==> src/rtl/imem_loader_pkg.sv <==
// Shared constants, state encoding and address helper for the instruction-memory loader.
package loader_pkg;

    localparam logic [2:0] S_IDLE   = 3'd0;
    localparam logic [2:0] S_LEN_HI = 3'd1;
    localparam logic [2:0] S_LEN_LO = 3'd2;
    localparam logic [2:0] S_DATA   = 3'd3;
    localparam logic [2:0] S_CHECK  = 3'd4;
    localparam logic [2:0] S_DONE   = 3'd5;
    localparam logic [2:0] S_ERR    = 3'd6;

    typedef enum logic [2:0] {
        ST_IDLE   = S_IDLE,
        ST_LEN_HI = S_LEN_HI,
        ST_LEN_LO = S_LEN_LO,
        ST_DATA   = S_DATA,
        ST_CHECK  = S_CHECK,
        ST_DONE   = S_DONE,
        ST_ERR    = S_ERR
    } state_t;

    localparam int          LEN_BYTES         = 2;
    localparam int          BYTES_PER_WORD    = 4;
    localparam int unsigned DEFAULT_DEPTH     = 256;
    localparam logic [31:0] DEFAULT_BASE_ADDR = 32'h0000_0000;

    // Byte address of word number idx relative to base; 32-bit arithmetic throughout.
    function automatic logic [31:0] word_addr(input logic [31:0] base, input logic [15:0] idx);
        return base + {14'd0, idx, 2'b00};
    endfunction

endpackage

==> src/rtl/imem_loader_word_assembler.sv <==
// Packs a big-endian byte stream into 32-bit words; flags each completed word for one cycle.
module word_assembler
    import loader_pkg::*;
(
    input  logic        clk,
    input  logic        rst,
    input  logic        i_clear,
    input  logic [7:0]  i_byte,
    input  logic        i_strobe,
    output logic [31:0] o_word,
    output logic        o_word_ready,
    output logic [1:0]  o_byte_idx
);

    localparam logic [1:0] LAST_IDX = 2'(BYTES_PER_WORD - 1);

    logic [31:0] r_word;
    logic        r_word_ready;
    logic [1:0]  r_byte_idx;

    always_ff @(posedge clk) begin
        // NOTE: rst and clear share one branch so an aborted load can never leave a partial word behind.
        if (rst || i_clear) begin
            r_word       <= 32'd0;
            r_word_ready <= 1'b0;
            r_byte_idx   <= 2'd0;
        end else begin
            r_word_ready <= i_strobe && (r_byte_idx == LAST_IDX);
            if (i_strobe) begin
                r_word     <= {r_word[23:0], i_byte};
                r_byte_idx <= r_byte_idx + 2'd1;
            end
        end
    end

    assign o_word       = r_word;
    assign o_word_ready = r_word_ready;
    assign o_byte_idx   = r_byte_idx;

endmodule

==> src/rtl/imem_loader.sv <==
// Receives a length-prefixed, XOR-checksummed program image and writes it into instruction memory,
// holding the pipeline in reset until a complete image has been verified.
module imem_loader
    import loader_pkg::*;
#(
    parameter int unsigned DEPTH     = DEFAULT_DEPTH,
    parameter logic [31:0] BASE_ADDR = DEFAULT_BASE_ADDR
) (
    input  logic        clk,
    input  logic        rst,
    input  logic        load_start,
    input  logic        byte_valid,
    input  logic [7:0]  byte_data,
    output logic        byte_ready,
    output logic        im_we,
    output logic [31:0] im_addr,
    output logic [31:0] im_wdata,
    output logic        cpu_rst,
    output logic        done,
    output logic        err,
    output logic [15:0] word_count
);

    localparam int LEN_W = LEN_BYTES * 8;

    state_t             r_state;
    logic               r_byte_ready;
    logic [31:0]        r_im_addr;
    logic               r_cpu_rst;
    logic               r_done;
    logic               r_err;
    logic [15:0]        r_word_count;
    logic [7:0]         r_len_hi;
    logic [LEN_W-1:0]   r_len;
    logic [7:0]         r_csum;

    logic               w_xfer;
    logic               w_strobe;
    logic               w_last_byte;
    logic               w_clear;
    logic [LEN_W-1:0]   w_len;
    logic [31:0]        w_word;
    logic               w_word_ready;
    logic [1:0]         w_byte_idx;

    assign w_xfer      = byte_valid && r_byte_ready;
    assign w_strobe    = w_xfer && (r_state == ST_DATA);
    assign w_last_byte = w_strobe && (w_byte_idx == 2'(BYTES_PER_WORD - 1));
    assign w_clear     = load_start && (r_state inside {ST_IDLE, ST_DONE, ST_ERR});
    assign w_len       = {r_len_hi, byte_data};

    word_assembler u_word_assembler (
        .clk          (clk),
        .rst          (rst),
        .i_clear      (w_clear),
        .i_byte       (byte_data),
        .i_strobe     (w_strobe),
        .o_word       (w_word),
        .o_word_ready (w_word_ready),
        .o_byte_idx   (w_byte_idx)
    );

    always_ff @(posedge clk) begin
        if (rst) begin
            r_state      <= ST_IDLE;
            r_byte_ready <= 1'b0;
            r_im_addr    <= BASE_ADDR;
            r_cpu_rst    <= 1'b1;
            r_done       <= 1'b0;
            r_err        <= 1'b0;
            r_word_count <= 16'd0;
            r_len_hi     <= 8'd0;
            r_len        <= '0;
            r_csum       <= 8'd0;
        end else begin
            case (r_state)
                ST_IDLE, ST_DONE, ST_ERR: begin
                    if (load_start) begin
                        r_state      <= ST_LEN_HI;
                        r_byte_ready <= 1'b1;
                        r_cpu_rst    <= 1'b1;
                        r_done       <= 1'b0;
                        r_err        <= 1'b0;
                        r_word_count <= 16'd0;
                        r_csum       <= 8'd0;
                    end
                end

                ST_LEN_HI: begin
                    if (w_xfer) begin
                        r_len_hi <= byte_data;
                        r_state  <= ST_LEN_LO;
                    end
                end

                ST_LEN_LO: begin
                    if (w_xfer) begin
                        r_len <= w_len;
                        if (w_len == '0) begin
                            r_state <= ST_CHECK;
                        end else if (32'(w_len) > DEPTH) begin
                            r_state      <= ST_ERR;
                            r_err        <= 1'b1;
                            r_byte_ready <= 1'b0;
                        end else begin
                            r_state <= ST_DATA;
                        end
                    end
                end

                ST_DATA: begin
                    // Ready drops for exactly the cycle the assembled word is on the write port.
                    r_byte_ready <= !w_last_byte;
                    if (w_strobe) begin
                        r_csum <= r_csum ^ byte_data;
                    end
                    if (w_last_byte) begin
                        r_im_addr    <= word_addr(BASE_ADDR, r_word_count);
                        r_word_count <= r_word_count + 16'd1;
                        if ((r_word_count + 16'd1) == r_len) begin
                            r_state <= ST_CHECK;
                        end
                    end
                end

                ST_CHECK: begin
                    r_byte_ready <= 1'b1;
                    if (w_xfer) begin
                        r_byte_ready <= 1'b0;
                        if (byte_data == r_csum) begin
                            r_state   <= ST_DONE;
                            r_done    <= 1'b1;
                            r_cpu_rst <= 1'b0;
                        end else begin
                            r_state <= ST_ERR;
                            r_err   <= 1'b1;
                        end
                    end
                end

                default: begin
                    r_state      <= ST_IDLE;
                    r_byte_ready <= 1'b0;
                end
            endcase
        end
    end

    assign byte_ready = r_byte_ready;
    assign im_we      = w_word_ready;
    assign im_addr    = r_im_addr;
    assign im_wdata   = w_word;
    assign cpu_rst    = r_cpu_rst;
    assign done       = r_done;
    assign err        = r_err;
    assign word_count = r_word_count;

endmodule

==> config.mk <==
export PLATFORM = sky130hd
export DESIGN_NAME = imem_loader
export DESIGN_NICKNAME = d
export VERILOG_FILES = /design/src/rtl/imem_loader_pkg.sv /design/src/rtl/imem_loader_word_assembler.sv /design/src/rtl/imem_loader.sv
export SDC_FILE = /design/constraint.sdc
export NUM_CORES = 1
export LEC_CHECK = 0
export CAP_MARGIN = 20
export CORE_MARGIN = 2
export CORE_UTILIZATION = 56
export CTS_BUF_LIST = sky130_fd_sc_hd__clkbuf_16
export CTS_CLUSTER_SIZE = 28
export DETAILED_ROUTE_END_ITERATION = 10
export PLACE_DENSITY = 0.9
export SLEW_MARGIN = 40
export SYNTH_ARGS = -nofsm -noshare
export SYNTH_HDL_FRONTEND = slang
export SYNTH_SLANG_ARGS = --single-unit
==> constraint.sdc <==
create_clock -name clk -period 3.7 [get_ports clk]
set_input_delay 1.11 -clock clk [delete_from_list [all_inputs] [get_ports clk]]
set_output_delay 1.11 -clock clk [all_outputs]
set_load 0.02 [all_outputs]
---- Word-level counts from Yosys, hierarchy flattened ----
Index checks and enable logic that the tools add are counted.
cells by class
  add/subtract/negate cells ............... 2
  magnitude comparators ................... 1
  equal/unequal tests ..................... 20
  mux-type cells .......................... 35
  bitwise gates (word level) .............. 2
  reductions and logical operators ........ 22
operators with widths
  operator                                             number
  2-to-1 mux 16 bit                                    2
  one-hot mux 16 bit (2 select lines)                  1
  2-to-1 mux 3 bit                                     8
  != test 2 bit, second input constant                 9
  adder 16 x 1 -> 16 bit, second input constant        1
  equality test 16 bit                                 1
  > comparator 16 x 9 -> 1 bit, second input constant  1
  zero test 16 bit                                     1
  2-to-1 mux 8 bit                                     2
  one-hot mux 8 bit (2 select lines)                   1
  2-to-1 mux 1 bit                                     15
  one-hot mux 3 bit (5 select lines)                   1
  equality test 3 bit, second input constant           3
  equality test 8 bit                                  1
  bitwise XOR 8 bit                                    1
  AND reduction 7 bit                                  1
  equality test 3 x 2 -> 1 bit, second input constant  2
  AND reduction 2 bit                                  3
  AND reduction 3 bit                                  2
  AND reduction 6 bit                                  1
  nonzero test 3 bit                                   2
  one-hot mux 1 bit (5 select lines)                   1
  AND reduction 5 bit                                  1
  logical AND 1 bit                                    4
  14 further kinds                                     17
storage, ports and cells
  register bits ........................... 106
  input bits .............................. 12
  output and inout bits ................... 85
  logic and storage cells ................. 95

---- Depth between registers and ports, before layout ----
  depth after elaboration ................. 5
  gate-level depth with buffers ........... 9
  depth with buffers taken out ............ 7

---- Modules after synthesis ----
From an unflattened synthesis, not the netlist that was laid out.
second synthesis, totals
  cell total of the unflattened synthesis .. 597
  area total of the unflattened synthesis .. 5124.9 sq um
modules (own cells, without submodules)
  module          times used  cells each  area each (sq um)  sequential area each (sq um)
  imem_loader     1           482         3827.4             1421.4
  word_assembler  1           115         1297.5             700.7

---- Least setup slack after synthesis ----
Ideal clock, no wire load.
  path kind ............................... input -> register
  from .................................... in load_start
  to ...................................... reg r_state[0]
  library setup time ...................... 0.128 ns
  arrival ................................. 2.514 ns
  required time ........................... 3.572 ns
  slack ................................... 1.058 ns
  cell stages on the path ................. 7
  path buffers ............................ 1
  cells stage by stage .................... clkbuf_1 > nand2_1 > a41oi_1 > o221ai_1 > a2111o_1 > nor4_2 > a21oi_1
between the ends
  word-level cells in the longest chain between the ends .. 2
RTL lines
  item                                  RTL line           text
  from (decl)                           imem_loader.sv:11  input logic load_start,
  != test 2 bit (no source line)        --
  AND reduction 6 bit (no source line)  --
  to (signal assigned)                  imem_loader.sv:65  r_state <= ST_IDLE;
  to (signal assigned)                  imem_loader.sv:79  r_state <= ST_LEN_HI;
  to (signal assigned)                  imem_loader.sv:92  r_state <= ST_LEN_LO;
  to (decl)                             imem_loader.sv:26  state_t r_state;
No other way between the ends.
A chain may end at the register's enable or synchronous reset.

---- Worst setup path after layout ----
Ends and elaborated chain as after synthesis.

==> results.md <==
- Reg-to-reg slack, setup: 1.16 ns
- Seq/Total Area, Yosys: 42.0%
- DR pass1 iterations: 5
- Status: finished clean
- Post-Syn Instances: about 660
- Share of cells above drive strength 1: 4.99%
- M1 WL: approximately 5200 µm
- Crit-path max FO: 9
- Starting Density: roughly 58%
- Async set-or-reset flop fraction in the synthesized netlist: 0%
- CP endpoint: r_state[0]
- Max cap viols: 0
- Filler instances: 705
- CTS Buf Count: 9
- Most common cell after layout, fill and taps aside: nand2_1
- Drt drc: 0
- Sink Count: about 110
- WL met2: 6170 µm
- Clk slew on worst S/H paths: 0.08 ns
- Grt ovf: 0
- Worst-Margin Slew: 0.815 ns
- FF-to-FF Start: word_count[0]
- Vias: 4808
- Yosys top cell by area: dfxtp_1
- CTS Root Cell: clkbuf_16
- # Post-CTS Setup Buffers: 0
- Post-CTS sizing: 0
- Setup Skew: 0.0101 ns
- EDFF count, synth: 0
- Hold Fails Final Rpt: 0
- Synth Warn #: 0
- Pwr Density: 442 nW/µm²
- Port bufs: 80
- Clock Path Buffers: 2
- Met3 routed WL: ~930 µm
- Core area: a little under 9000 µm²
- Initial antenna violation count: 0
- Fin Setup TNS: 0 ns
- Setup slack at placement: about 0.42 ns
- Setup crit start kind: input port
- Diode count: 0
- Uppermost layer routed: met4
- Vias in the first global route: 4492
- Top-area cell type share of the netlist area: ~42%
- Die W: 99.0 µm
- Nets@finish: 730
- Final Wtd Congestion: 0.904
- Synthesized flop and latch total: 106
- RSZ-0062 raised after global routing: false
- CTS H-tree depth: 3
- Critical path origin: load_start
- Routed wire length: 12700 µm
- CTS tree: yes
- Tot Pwr: approximately 2.7 mW
- Multi-input gate area in the final layout: 2670 µm²
- Largest net degree at the start of global routing: between 40 and 50
- R2R depth: 7
- CP required: roughly 4 ns
- Yosys cell types: 55
- Worst Hold Class: flop to flop
- Die area: a little under 10000 µm²
- Count of final setup violators: 0
- WL per Instance: 15.3 µm
- Placement Rows: 34
- Dpl hpwl: about 8800 µm
- Antenna viol nets, final: 0
- Worst reg2reg endpoint: r_state[0]
- First-pass GRT wire length: 21100 µm
- Top_reg_cell synth: dfxtp_1
- Max-slew headroom: 45.5%
- Vias/cell: 5.80
- Synthesized area per cell: 7.64 µm²
- Crit path DAT: 3.15 ns
- Most frequent cells in the layout: nand2_1 (164), dfxtp_1 (106), a21oi_1 (103)
- Die Height: 99.0 µm
- Worst Setup Path Type: input port to flop
- Setup WS post-layout: 0.789 ns
- Hold buffer count at cts: 0
- Highest ir drop seen on vdd: approximately 0.00034 V
- Most area-consuming cells after synthesis: dfxtp_1 (42%), nand2_1 (12%), a21oi_1 (10%), xnor2_1 (3.8%), nor2_1 (3.3%)
- Pins Over Slew Limit: 0
- Total Routing Usage GR: 25.9%
- DRT iter0 DRCs: 235
- Capturing element type of the critical path: flop
- Ports: 97
- Mapped Area: 5050 µm²
- Worst skew pair latency: 0.35 ns
- FMAX: around 340 MHz
- Final Cycle Share: between 70% and 80%
- Area Overhead vs Synth: 21.1%
- Leakage power: 2.10 nW
- Register Area: approximately 2100 µm²
- Post-route minimum period: 2.91 ns
## critical path, stage by stage
cell and delay, ns:
clkdlybuf4s50_1 0.64, nand2_1 0.09, a41oi_1 0.32, o221ai_1 0.20, a2111o_1 0.40, nor4_2 0.26, a21oi_1 0.12
## per-stage QoR
step | std cells | hold WS [ns] | util (%) | area, µm²
2_1_floorplan | 676 | 0.440 | - | 5110
3_3_place_gp | 813 | 0.441 | 66.6 | 5810
3_5_place_dp | 813 | 0.446 | 66.6 | 5810
4_1_cts | 829 | 0.457 | 70.1 | 6110
5_1_grt | 829 | 0.475 | 70.1 | 6110
6_report | 829 | 0.455 | 70.1 | 6110
## routing by layer
layer | track usage [%] | vias to the layer above
met5 | 0 | -
met3 | 6.10 | 31
met4 | 11.4 | 0
met1 | 31.5 | 2242
met2 | 43.7 | 190
li1 | - | 2345
## worst min path at each step
stage	startpoint	to	slack, ns	depth (start not counted)
after floorplan	u_word_assembler.o_byte_idx[1]	u_word_assembler.o_byte_idx[1]	0.44	2
after global placement	im_addr[4]	im_addr[4]	0.44	2
after detailed placement	u_word_assembler.o_word[28]	u_word_assembler.o_word[28]	0.45	2
after CTS	im_addr[6]	im_addr[6]	0.46	2
after global routing	im_addr[5]	im_addr[5]	0.47	2
final	u_word_assembler.o_word[28]	u_word_assembler.o_word[28]	0.45	2
## registers in the layout, summed over array words and instances (netlist names), 2 cells and up
| signal | cells |
|---|---|
| r_len_hi | 8 |
| word_count | 16 |
| u_word_assembler.o_word | 32 |
| im_addr | 16 |
| r_state | 3 |
| r_csum | 8 |
| r_len | 16 |
| u_word_assembler.o_byte_idx | 2 |
## layout make-up
| type | count | share of cell area, % |
|---|---|---|
| inverter | 5 | 0.307 |
| timing repair buffer | 89 | 14.1 |
| clock inverter | 7 | 1.33 |
| multi-input combinational | 505 | 43.6 |
| clock buffer | 9 | 3.68 |
| sequential | 106 | 34.7 |
| tap | 108 | 2.21 |
## power by group
part | internal [mW] | switching, mW | total (mW)
Sequential | 1.17 | 0.0661 | 1.24
Clock | 0.486 | 0.489 | 0.976
Combinational | 0.171 | 0.322 | 0.492
## cells by family after synthesis
family / share of synthesized area [%]
compound gates: 18.2
xor+xnor: 5.90
fa+ha+maj: 0.694
buf+inv: 6.34
flops: 42.0
mux: 0.223
other cells: 0.0743
simple gates: 26.6
## cells in the mapped netlist, types with 8 or more instances
cell type  number
o21ai_0        23
nor2_1         45
nor3_1         15
dfxtp_1       106
xnor2_1        22
buf_4          18
clkbuf_1       33
nand4_1         8
xor2_1         12
nand3_1        16
a21oi_1       103
nand2_1       164
Note: power is estimated with default switching activity, not from simulation.
